File: config.mk
export PLATFORM = sky130hd
export DESIGN_NAME = display_source_scheduler
export DESIGN_NICKNAME = d
export VERILOG_FILES = /design/src/rtl/display_source_scheduler.sv
export SDC_FILE = /design/constraint.sdc
export NUM_CORES = 1
export LEC_CHECK = 0
export BUFFER_PORTS_ARGS = -buffer_cell sky130_fd_sc_hd__buf_2
export CORE_ASPECT_RATIO = 0.5
export CORE_UTILIZATION = 60
export DETAILED_ROUTE_END_ITERATION = 6
export GPL_TIMING_DRIVEN = 1
export PLACE_DENSITY = 0.83
export SYNTH_ARGS = -nofsm -noshare
export SYNTH_HDL_FRONTEND = slang
export SYNTH_SLANG_ARGS = --single-unit
File: constraint.sdc
create_clock -name clock_100Mhz -period 6.3 [get_ports clock_100Mhz]
set_input_delay 1.26 -clock clock_100Mhz [delete_from_list [all_inputs] [get_ports clock_100Mhz]]
set_output_delay 1.26 -clock clock_100Mhz [all_outputs]
set_load 0.02 [all_outputs]
File: src/rtl/display_source_scheduler.sv
// Round-robin sharing of a 4-digit display between value sources,
// with urgent pre-emption. Optional SCHED_FREEZE_EN adds a freeze input.
module display_source_scheduler #(
  parameter int NUM_SRC      = 4,
  parameter int DWELL_CYCLES = 100_000_000,
  parameter int URGENT_HOLD  = 200_000_000
) (
  input  logic                   clock_100Mhz,
  input  logic                   reset,
  input  logic [NUM_SRC-1:0]     src_valid,
  input  logic [16*NUM_SRC-1:0]  src_data,
  input  logic                   urgent_req,
  input  logic [15:0]            urgent_data,
`ifdef SCHED_FREEZE_EN
  input  logic                   freeze,
`endif
  output logic                   urgent_ack,
  output logic [15:0]            displayed_number,
  output logic                   we,
  output logic [1:0]             active_src,
  output logic                   busy_urgent
);

  typedef enum logic [1:0] {IDLE, SHOW, URGENT} state_t;

  localparam logic [31:0] DW_LAST = 32'(DWELL_CYCLES - 1);
  localparam logic [31:0] UH_LAST = 32'(URGENT_HOLD - 1);

  state_t      state_q, state_d;
  logic [15:0] disp_q, disp_d;
  logic        we_q, we_d;
  logic        ack_q, ack_d;
  logic        busy_q, busy_d;
  logic [1:0]  act_q, act_d;
  logic [31:0] dwell_q, dwell_d;
  logic [31:0] hold_q, hold_d;

  logic        frz;
  logic        any;
  logic [1:0]  nxt;
  logic [1:0]  here;
  logic [15:0] cur;

`ifdef SCHED_FREEZE_EN
  assign frz = freeze;
`else
  assign frz = 1'b0;
`endif

  function automatic logic [15:0] clampv(input logic [15:0] v);
    return (v > 16'd9999) ? 16'd9999 : v;
  endfunction

  function automatic logic [15:0] dat(input logic [1:0] i);
    return clampv(src_data[16*int'(i) +: 16]);
  endfunction

  // first valid index at or after start+off, wrapping
  function automatic logic [1:0] pick(input logic [1:0] start,
                                      input int off);
    logic [1:0] r;
    int j;
    r = start;
    for (int k = NUM_SRC - 1; k >= 0; k--) begin
      j = (int'(start) + off + k) % NUM_SRC;
      if (src_valid[j]) r = j[1:0];
    end
    return r;
  endfunction

  assign any  = |src_valid;
  assign nxt  = pick(act_q, 1);
  assign here = pick(act_q, 0);
  assign cur  = dat(act_q);

  // next-state and registered-output computation
  always_comb begin
    state_d = state_q;
    disp_d  = disp_q;
    we_d    = 1'b0;
    ack_d   = 1'b0;
    act_d   = act_q;
    dwell_d = dwell_q;
    hold_d  = hold_q;
    unique case (state_q)
      IDLE: begin
        if (urgent_req) begin
          state_d = URGENT;
          ack_d   = 1'b1;
          disp_d  = clampv(urgent_data);
          we_d    = 1'b1;
          hold_d  = '0;
        end else if (any) begin
          state_d = SHOW;
          act_d   = here;
          disp_d  = dat(here);
          we_d    = 1'b1;
          dwell_d = '0;
        end
      end
      SHOW: begin
        if (urgent_req) begin
          state_d = URGENT;
          ack_d   = 1'b1;
          disp_d  = clampv(urgent_data);
          we_d    = 1'b1;
          hold_d  = '0;
        end else if (!src_valid[act_q]) begin
          if (any) begin
            act_d   = nxt;
            disp_d  = dat(nxt);
            we_d    = (dat(nxt) != disp_q);
            dwell_d = '0;
          end else begin
            state_d = IDLE;
          end
        end else if (!frz && dwell_q == DW_LAST) begin
          act_d   = nxt;
          disp_d  = dat(nxt);
          we_d    = (dat(nxt) != disp_q);
          dwell_d = '0;
        end else begin
          if (!frz) dwell_d = dwell_q + 32'd1;
          if (cur != disp_q) begin
            disp_d = cur;
            we_d   = 1'b1;
          end
        end
      end
      URGENT: begin
        if (urgent_req && hold_q != '0) begin
          ack_d  = 1'b1;
          disp_d = clampv(urgent_data);
          we_d   = 1'b1;
          hold_d = '0;
        end else if (hold_q == UH_LAST) begin
          if (any) begin
            state_d = SHOW;
            act_d   = here;
            disp_d  = dat(here);
            we_d    = 1'b1;
            dwell_d = '0;
          end else begin
            state_d = IDLE;
          end
        end else begin
          hold_d = hold_q + 32'd1;
        end
      end
      default: state_d = IDLE;
    endcase
    busy_d = (state_d == URGENT);
  end

  // state and output registers, synchronous active-low reset
  always_ff @(posedge clock_100Mhz) begin
    if (!reset) begin
      state_q <= IDLE;
      disp_q  <= '0;
      we_q    <= 1'b0;
      ack_q   <= 1'b0;
      busy_q  <= 1'b0;
      act_q   <= '0;
      dwell_q <= '0;
      hold_q  <= '0;
    end else begin
      state_q <= state_d;
      disp_q  <= disp_d;
      we_q    <= we_d;
      ack_q   <= ack_d;
      busy_q  <= busy_d;
      act_q   <= act_d;
      dwell_q <= dwell_d;
      hold_q  <= hold_d;
    end
  end

  assign displayed_number = disp_q;
  assign we               = we_q;
  assign urgent_ack       = ack_q;
  assign busy_urgent      = busy_q;
  assign active_src       = act_q;

endmodule

Word-level counts from Yosys, hierarchy flattened
Cells that the tools add are included.
Widths: inputs -> output; s select.
{"block": "word_totals", "ff_bits": 87, "inputBits": 87, "word_cells": 158}
{"block": "classes", "n_eq_ne": 18, "n_bitwise": 6, "mux": 86, "n_reduce_logical": 17, "order_cmp": 12, "n_addsub": 8, "shift": 3}
{"op": "$mux 32", "n": 10}
{"op": "$mux 16", "n": 13}
{"op": "$shiftx 64x7->16", "n": 3}
{"op": "$pmux 32 s3", "n": 1}
{"op": "$add 32x1->32 const B", "n": 2}
{"op": "$add 32x3->32 const B", "n": 2}
{"op": "$gt 16x14->1 const B", "n": 4}
{"op": "$pmux 32 s2", "n": 1}
{"op": "$pmux 16 s3", "n": 1}
{"op": "$mux 2", "n": 23}
{"op": "$add 32x2->32 const B", "n": 1}
{"op": "$eq 32x27->1 const B", "n": 1}
{"op": "$eq 32x28->1 const B", "n": 1}
{"op": "$ne 16x16->1", "n": 2}
{"op": "$reduce_bool 32->1", "n": 1}
{"op": "$mux 1", "n": 26}
{"op": "$lt 3x4->1 const B", "n": 6}
{"op": "$bmux 1 s2", "n": 7}
{"op": "$reduce_or 2->1", "n": 7}
{"op": "$ne 3x3->1 const B", "n": 4}
{"op": "$pmux 2 s3", "n": 2}
{"op": "$ne 2x2->1 const B", "n": 4}
{"op": "$reduce_and 7->1", "n": 1}
{"op": "$lt 2x3->1 const B", "n": 2}
{"op": "other kinds (19)", "n": 25}

Longest topological paths before layout
Gate-level depths: netlist of run 1.
{"block": "depth", "ltp_word": 19, "mapped_depth": 15, "mapped_depth_nobuf": 11}

Least setup slack after synthesis of run 1
Ideal clock, no wire load.
{"block": "synth_path", "path_type": "in2reg", "startpoint": "input src_valid[3]", "endpoint": "register disp_q[0], in the netlist displayed_number[0]", "path_slack_ns": 2.390, "arrival_ns": 3.787, "setup_time_ns": 0.123, "n_path_buf": 3, "path_stages": 13, "cell_sequence": "buf_2 nor2b_1 o21a_1 nor3_2 buf_4 mux2i_1 mux2i_1 or4_1 a31oi_1 buf_2 a21oi_1 o32ai_1 o22ai_1"}
{"block": "synth_between", "elab_chain_cells": 14}
{"item": "start, declared", "line": "10", "rtl": "input logic [NUM_SRC-1:0] src_valid,"}
{"item": "$bmux 1 s2", "line": "66", "rtl": "if (src_valid[j]) r = j[1:0];"}
{"item": "$mux 1 (not written as such) (2 in series)", "line": "66"}
{"item": "$mux 2 (4 in series)", "line": "66"}
{"item": "$shiftx 64x7->16", "line": "55", "rtl": "return clampv(src_data[16*int'(i) +: 16]);"}
{"item": "$gt 16x14->1", "line": "51", "rtl": "return (v > 16'd9999) ? 16'd9999 : v;"}
{"item": "$mux 16", "line": "51"}
{"item": "$mux 16, on equally long branches"}
{"item": "$mux 16, on equally long branches", "line": "136, 108"}
{"item": "$mux 16, on equally long branches", "line": "131, 102"}
{"item": "$pmux 16 s3", "line": "85", "rtl": "unique case (state_q)"}
{"item": "end signal, assigned", "line": "168", "rtl": "disp_q <= disp_d;"}
{"item": "end, declared", "line": "30", "rtl": "logic [15:0] disp_q, disp_d;"}
Parallel ways exist; a longest one is shown, timed or not. The select of a mux whose other input is x is not followed.
A chain may end at the register's enable or synchronous reset.

Final worst setup path of run 1
{"block": "layout_path", "startpoint": "input src_valid[3]", "endpoint": "register we_q, in the netlist we"}
{"block": "layout_between", "elab_chain_cells": 15}
{"item": "$bmux 1 s2", "line": "66"}
{"item": "$mux 1 (not written as such) (2 in series)", "line": "66"}
{"item": "$mux 2 (4 in series)", "line": "66"}
{"item": "$shiftx 64x7->16", "line": "55"}
{"item": "$gt 16x14->1", "line": "51"}
{"item": "$mux 16", "line": "51"}
{"item": "$ne 16x16->1", "line": "112, 120"}
{"item": "$mux 1, on equally long branches", "line": "109, 117"}
{"item": "$mux 1", "line": "108", "rtl": "end else if (!src_valid[act_q]) begin"}
{"item": "$mux 1", "line": "102", "rtl": "if (urgent_req) begin"}
{"item": "$pmux 1 s3 (*)", "line": "85"}
{"item": "end signal, assigned", "line": "169", "rtl": "we_q <= we_d;"}
{"item": "end, declared", "line": "31", "rtl": "logic we_q, we_d;"}
Every way passes the cells marked *; elsewhere a longest branch is shown, timed or not. The select of a mux whose other input is x is not followed.

==> impl_metrics.toml, run 1 <==
[global_routing]
grt_pass1_wl_mm = 42.0
grt_max_degree = 40
met2_usage_pct = 59.4
antenna_found_initial = 0
use_met1_pct = 52.6
top_usage_layer = "met2"
met3_usage_pct = 8.05
grt_overflow_total = 0
grt_usage_pct = 38.4
grt_pass1_vias = 8278

[detailed_routing]
antenna_left = 0
drtIter0Drc = 1423
vias = 9255
wl_mm = 27.0
drc = 4
avgViaCountPerCell = 7.05
dr.pass1.iters = 7
wl_per_cell_um = 20.5

[sta]
tns_ns = 0
fin_crit_ns = 4.99
rsz0062_at_grt = "no"
max_slew_margin_pct = 15.9
setup_violations = 0
fmax_mhz = 200
period_share_pct = 79.2
hold-worst-slack_ns = 0.445
setup_ws_ns = 1.31
tightest_slew_ns = 1.26
clock_skew_ns = 0.00871
slew_violations = 0
hold_viol = 0

[clock_tree]
cts.htree.levels = 3
postCtsHoldBufs = 0
cts_tree = "yes"
cts_root_buf = "clkbuf_16"
clock_path_buffers = 2
cts_resized = 0
path_clk_slew_ns = 0.07
clock_sinks = 87
clkLatencyLatePin_ns = 0.35
cts_inserted_buffers = 9
post_cts_buffers = 0

[floorplan]
fp.dieW_um = 165
io_pins = 108
start_util_pct = 62.2
dieArea_um2 = 13800
die_h_um = 83.5
core_um2 = 12800
num_rows = 29

[synth]
synth_cell_types = 84
synth_nets = 1168
async_flop_share_pct = 0
ys_warn_count = 0
synth_area_um2 = 7970
avgSynthCellArea_um2 = 7.43
synthCells = 1073
yosys_most_used_dff = "dfxtp_1"
ys_seq_area_share_pct = 21.8
synth_edf_count = 0
ys_seq_elements = 87
synth_top_area_cell = "dfxtp_1"
yosys.area.top_type_share_pct = 21.8
synthTopCellsByArea = "dfxtp_1 22%, nand2_1 5.8%, mux4_2 5.7%"

[layout]
fin_util_pct = 68.8
drive_above_1_share_pct = 15.3
fin_cells = 1313
diodes = 0
final_common_cell = "nand2_1"
final_area_um2 = 8820
final_cell_mix = "124 x nand2_1, 112 x nor2_1, 107 x buf_2"
nets = 1233
areaGrowthSynthToFinish_pct = 10.6

[critical_path]
cpMaxStageDelayCell = "a31oi_1"
cp_data_arrival_time_ns = 5.19
criticalPathCategory = "input port to register"
cp-start-kind = "input port"
end_kind = "register"
cp_max_fo = 16
crit_path_max_incr_delay_ns = 0.86
path_cells = "buf_2 > nor2b_1 > o21a_1 > nor2_2 > buf_4 > mux4_2 > o21ai_1 > a31oi_1 > a21boi_1 > o21ai_0 > nor4_1 > a21oi_1"
crit_required_ns = 6.50

[job]
drv_cap = 0

[placed_design]
place_ws_ns = 1.19
dp_hpwl_mm = 19.5
numPortBuffers = 107
dpl.cell_count = 1297
place_area_um2 = 8490
gp_congestion = 1.01

[status]
outcome = "finished with violations"
violations = "DRC"

[pwr]
ir_worst_vdd_v = 0.000214
leakage_nw = 3.26
powerDensity_nw_per_um2 = 242
fin_total_pwr_mw = 2.13

[hold_path]
hp-class = "register to register"
-- critical path: cells and delay by family --
kind                   cells  cell delay, ns
AO/OA/AOI/OAI              6            1.82
buffers and inverters      2            0.48
multiplexers               1            0.25
AND/OR/NAND/NOR            3            1.37
-- cell usage after synthesis, drive strengths merged (11+ instances only) --
library cell and count:
a211oi 15, a21oi 63, a311oi 11, a31oi 11, and2 24, and3 12, buf 30, clkbuf 32
dfxtp 87, inv 28, mux2i 44, mux4 20, nand2 124, nand2b 16, nand3 57, nand4 22
nor2 114, nor2b 13, nor3 34, nor4 26, o211ai 16, o21ai 71, o22ai 12, or3 16
xnor2 18, xor2 18
-- power by group --
part / switching (mW) / total [mW] / internal, mW
Combinational: 0.561 / 0.890 / 0.328
Sequential: 0.0612 / 0.634 / 0.572
Clock: 0.243 / 0.607 / 0.364
-- flip-flops by register name (all words and copies together) (netlist names) --
| name | flops |
|---|---|
| busy_urgent | 1 |
| active_src | 2 |
| dwell_q | 32 |
| hold_q | 32 |
| we | 1 |
| state_q | 2 |
| urgent_ack | 1 |
| displayed_number | 16 |
-- worst paths after layout --
check                                     from                                 to  slack [ns]  depth (start not counted)
min          displayed_number[15]$_SDFFE_PN0P_  displayed_number[15]$_SDFFE_PN0P_        0.44                          2
max reg2reg         active_src[1]$_SDFFE_PN0P_                      we$_SDFF_PN0_        1.41                         11
max                               src_valid[3]                      we$_SDFF_PN0_        1.31                         12
min reg2reg  displayed_number[15]$_SDFFE_PN0P_  displayed_number[15]$_SDFFE_PN0P_        0.44                          2
-- cell type report --
class / instances / area, µm²
multi-input combinational: 895 / 5820
sequential: 87 / 1740
clock inverter: 5 / 88.8
inverter: 29 / 109
fill: 1097 / 3990
timing repair buffer: 116 / 603
clock buffer: 11 / 243
tap: 170 / 213
-- kinds of logic (layout without fill, tap and decap cells) --
family | after synthesis | after routing | share of synthesized area [%]
adder cells (fa/ha/maj) | 8 | 8 | 1.26
multiplexers | 68 | 68 | 11.7
AO/OA/AOI/OAI | 294 | 294 | 25.1
flip-flops | 87 | 87 | 21.8
AND/OR/NAND/NOR | 489 | 489 | 30.8
buffers and inverters | 91 | 161 | 5.26
XOR/XNOR | 36 | 36 | 3.96
-- layer usage --
layer | part of all wire [%] | up-vias
li1 | - | 4179
met1 | 41 | 4311
met2 | 44 | 658
met3 | 12 | 107
met4 | 3.1 | 0
met5 | 0 | -
(Power assumes the default switching activity.)
==> inputs of run 2 (changes only) <==
--- a/config.mk
+++ b/config.mk
@@ -5,12 +5,13 @@
 export SDC_FILE = /design/constraint.sdc
 export NUM_CORES = 1
 export LEC_CHECK = 0
+export ABC_AREA = 1
 export BUFFER_PORTS_ARGS = -buffer_cell sky130_fd_sc_hd__buf_2
 export CORE_ASPECT_RATIO = 0.5
 export CORE_UTILIZATION = 60
 export DETAILED_ROUTE_END_ITERATION = 6
 export GPL_TIMING_DRIVEN = 1
-export PLACE_DENSITY = 0.83
+export PLACE_DENSITY = 0.82
 export SYNTH_ARGS = -nofsm -noshare
 export SYNTH_HDL_FRONTEND = slang
 export SYNTH_SLANG_ARGS = --single-unit
==> constraint.sdc (replaced) <==
create_clock -name clock_100Mhz -period 5 [get_ports clock_100Mhz]
set_input_delay 1 -clock clock_100Mhz [delete_from_list [all_inputs] [get_ports clock_100Mhz]]
set_output_delay 1 -clock clock_100Mhz [all_outputs]
set_load 0.02 [all_outputs]
==> impl_metrics.toml, run 2 <==
[detailed_routing]
wl_per_cell_um = 16.4
dr.pass1.iters = 7
antenna_left = 0
wl_mm = 26.9
avgViaCountPerCell = 6.12
drtIter0Drc = 1381
drc = 6
vias = 10100

[sta]
hold-worst-slack_ns = 0.481
setup_violations = 0
period_share_pct = 90.2
fin_crit_ns = 4.51
max_slew_margin_pct = 23.4
tightest_slew_ns = 1.14
rsz0062_at_grt = "no"
clock_skew_ns = 0.0141
setup_ws_ns = 0.490
tns_ns = 0
fmax_mhz = 222
hold_viol = 0
slew_violations = 0

[floorplan]
die_h_um = 84.6
io_pins = 108
num_rows = 29
fp.dieW_um = 167
start_util_pct = 63.0
core_um2 = 13000
dieArea_um2 = 14100

[global_routing]
antenna_found_initial = 0
grt_usage_pct = 37.4
grt_pass1_wl_mm = 43.2
grt_max_degree = 52
grt_pass1_vias = 8986
grt_overflow_total = 0

[synth]
synthCells = 1402
synth_edf_count = 0
synth_area_um2 = 8190
synth_common_cells = "325 x nand2_1, 183 x inv_1, 139 x nor2_1, 134 x nand3_1, 117 x a21oi_1"
ys_warn_count = 0
ys_seq_area_share_pct = 21.3
yosys.area.top_type_share_pct = 21.3
synth_most_common_cell = "nand2_1"
yosys_most_used_dff = "dfxtp_1"
synthTopCellsByArea = "dfxtp_1 21%, nand2_1 15%, inv_1 8.4%"
synth_nets = 1497
ys_seq_elements = 87
synth_cell_types = 55
async_flop_share_pct = 0
avgSynthCellArea_um2 = 5.84
synth_top_area_cell = "dfxtp_1"

[layout]
diodes = 0
areaGrowthSynthToFinish_pct = 9.19
fillers = 1224
final_cell_mix = "325 x nand2_1, 183 x inv_1, 139 x nor2_1"
fin_util_pct = 68.8
fin_cells = 1643
nets = 1565
final_area_um2 = 8940
final_common_cell = "nand2_1"
drive_above_1_share_pct = 12.7

[critical_path]
cp-start-kind = "register"
ff2ff_path_depth = 26
criticalPathCategory = "register to register"
crit_path_max_incr_delay_ns = 0.53
r2r-start = "active_src[0]$_SDFFE_PN0P_"
worstSetupEndpoint = "displayed_number[11]$_SDFFE_PN0P_"
r2r-end = "displayed_number[11]$_SDFFE_PN0P_"
path_common_cell = "nand2_1"
cpMaxStageDelayCell = "dfxtp_2"
crit_start = "active_src[0]$_SDFFE_PN0P_"
cp_data_arrival_time_ns = 4.77
cp_max_fo = 51
end_kind = "register"
crit_required_ns = 5.26
timing.reg2reg.setup_slack_ns = 0.49

[placed_design]
place_area_um2 = 8670
place_ws_ns = 0.348
numPortBuffers = 107
dp_hpwl_mm = 19.8
dpl.cell_count = 1629
gp_congestion = 1.01

[pwr]
fin_total_pwr_mw = 4.22
leakage_nw = 3.90
powerDensity_nw_per_um2 = 472
ir_worst_vdd_v = 0.000285

[clock_tree]
cts_inserted_buffers = 9
clock_path_buffers = 2
cts.htree.levels = 3
clkLatencyLatePin_ns = 0.35
cts_root_buf = "clkbuf_16"
path_clk_slew_ns = 0.07
cts_tree = "yes"
postCtsHoldBufs = 0
clock_sinks = 87

[status]
violations = "DRC"
outcome = "finished with violations"

[hold_path]
hold_depth = 2
hp-class = "register to register"

[job]
drv_cap = 0
-- run 2: cell count changes in the layout (fill, tap and decap cells not counted), moves of 16 or more --
| cell | before | now |
|---|---|---|
| nand2_1 | 124 | 325 |
| inv_1 | 28 | 183 |
| nand3_1 | 57 | 134 |
| a21oi_1 | 63 | 117 |
| mux2i_1 | 44 | 0 |
| nor2_1 | 112 | 139 |
| and2_1 | 23 | 0 |
| nand4_1 | 22 | 43 |
| mux4_2 | 20 | 0 |
| xnor2_1 | 18 | 1 |
| nand2b_1 | 16 | 0 |
| or3_1 | 16 | 0 |
-- run 2: repair_timing --
| action | 4_1_cts | 5_1_grt |
|---|---|---|
| setup endpoints to repair | 0 | 12 |
| gates resized for setup | 0 | 1 |
| buffers inserted | 0 | 0 |
-- run 2: layout make-up --
| cell class | instances | area, µm² | area share (%) |
|---|---|---|---|
| clock buffers | 10 | 229 | 2.56 |
| clock inverters | 4 | 32.5 | 0.364 |
| inverters | 195 | 732 | 8.19 |
| multi-input cells | 1055 | 5340 | 59.8 |
| flip-flops and latches | 87 | 1740 | 19.5 |
| well taps | 170 | 213 | 2.38 |
| repair buffers | 122 | 648 | 7.25 |
-- run 2: worst max-delay path: cells and delay by family, from the launching register on --
family                 cells  cell delay, ns
buffers and inverters      4            0.78
AND/OR/NAND/NOR           18            2.33
AO/OA/AOI/OAI              4            0.77
flip-flops                 1            0.53
-- run 2: report_power, final --
| group | switching [mW] | internal, mW | total (mW) |
|---|---|---|---|
| Combinational | 1.94 | 0.828 | 2.77 |
| Clock | 0.276 | 0.335 | 0.611 |
| Sequential | 0.0874 | 0.744 | 0.831 |
-- run 2: routing by layer --
layer  GRT usage, %  vias up  share of wire (%)
met5              0        -                  0
li1               -     4868                  -
met2           59.5      581                 42
met3           6.69       69                 11
met4           10.6        0                2.0
met1           51.8     4536                 45
-- run 2: how the worst min path moves through the flow --
stage	from	slack, ns	end
finish	dwell_q[7]$_SDFFE_PN0P_	0.48	dwell_q[7]$_SDFFE_PN0P_
global route	dwell_q[0]$_SDFFE_PN0P_	0.52	dwell_q[0]$_SDFFE_PN0P_
CTS	dwell_q[7]$_SDFFE_PN0P_	0.48	dwell_q[7]$_SDFFE_PN0P_
detailed placement	dwell_q[7]$_SDFFE_PN0P_	0.47	dwell_q[7]$_SDFFE_PN0P_
global placement	dwell_q[0]$_SDFFE_PN0P_	0.47	dwell_q[0]$_SDFFE_PN0P_
floorplan	dwell_q[0]$_SDFFE_PN0P_	0.45	dwell_q[0]$_SDFFE_PN0P_
-- run 2: kinds of logic (layout without fill, tap and decap cells) --
group | count (synthesis) | after routing | share of synthesized area (%)
AO/OA/AOI/OAI | 311 | 311 | 23.4
XOR/XNOR | 12 | 12 | 1.28
adder cells (fa/ha/maj) | 8 | 8 | 1.22
buffers and inverters | 260 | 331 | 13.6
flip-flops | 87 | 87 | 21.3
AND/OR/NAND/NOR | 724 | 724 | 39.2
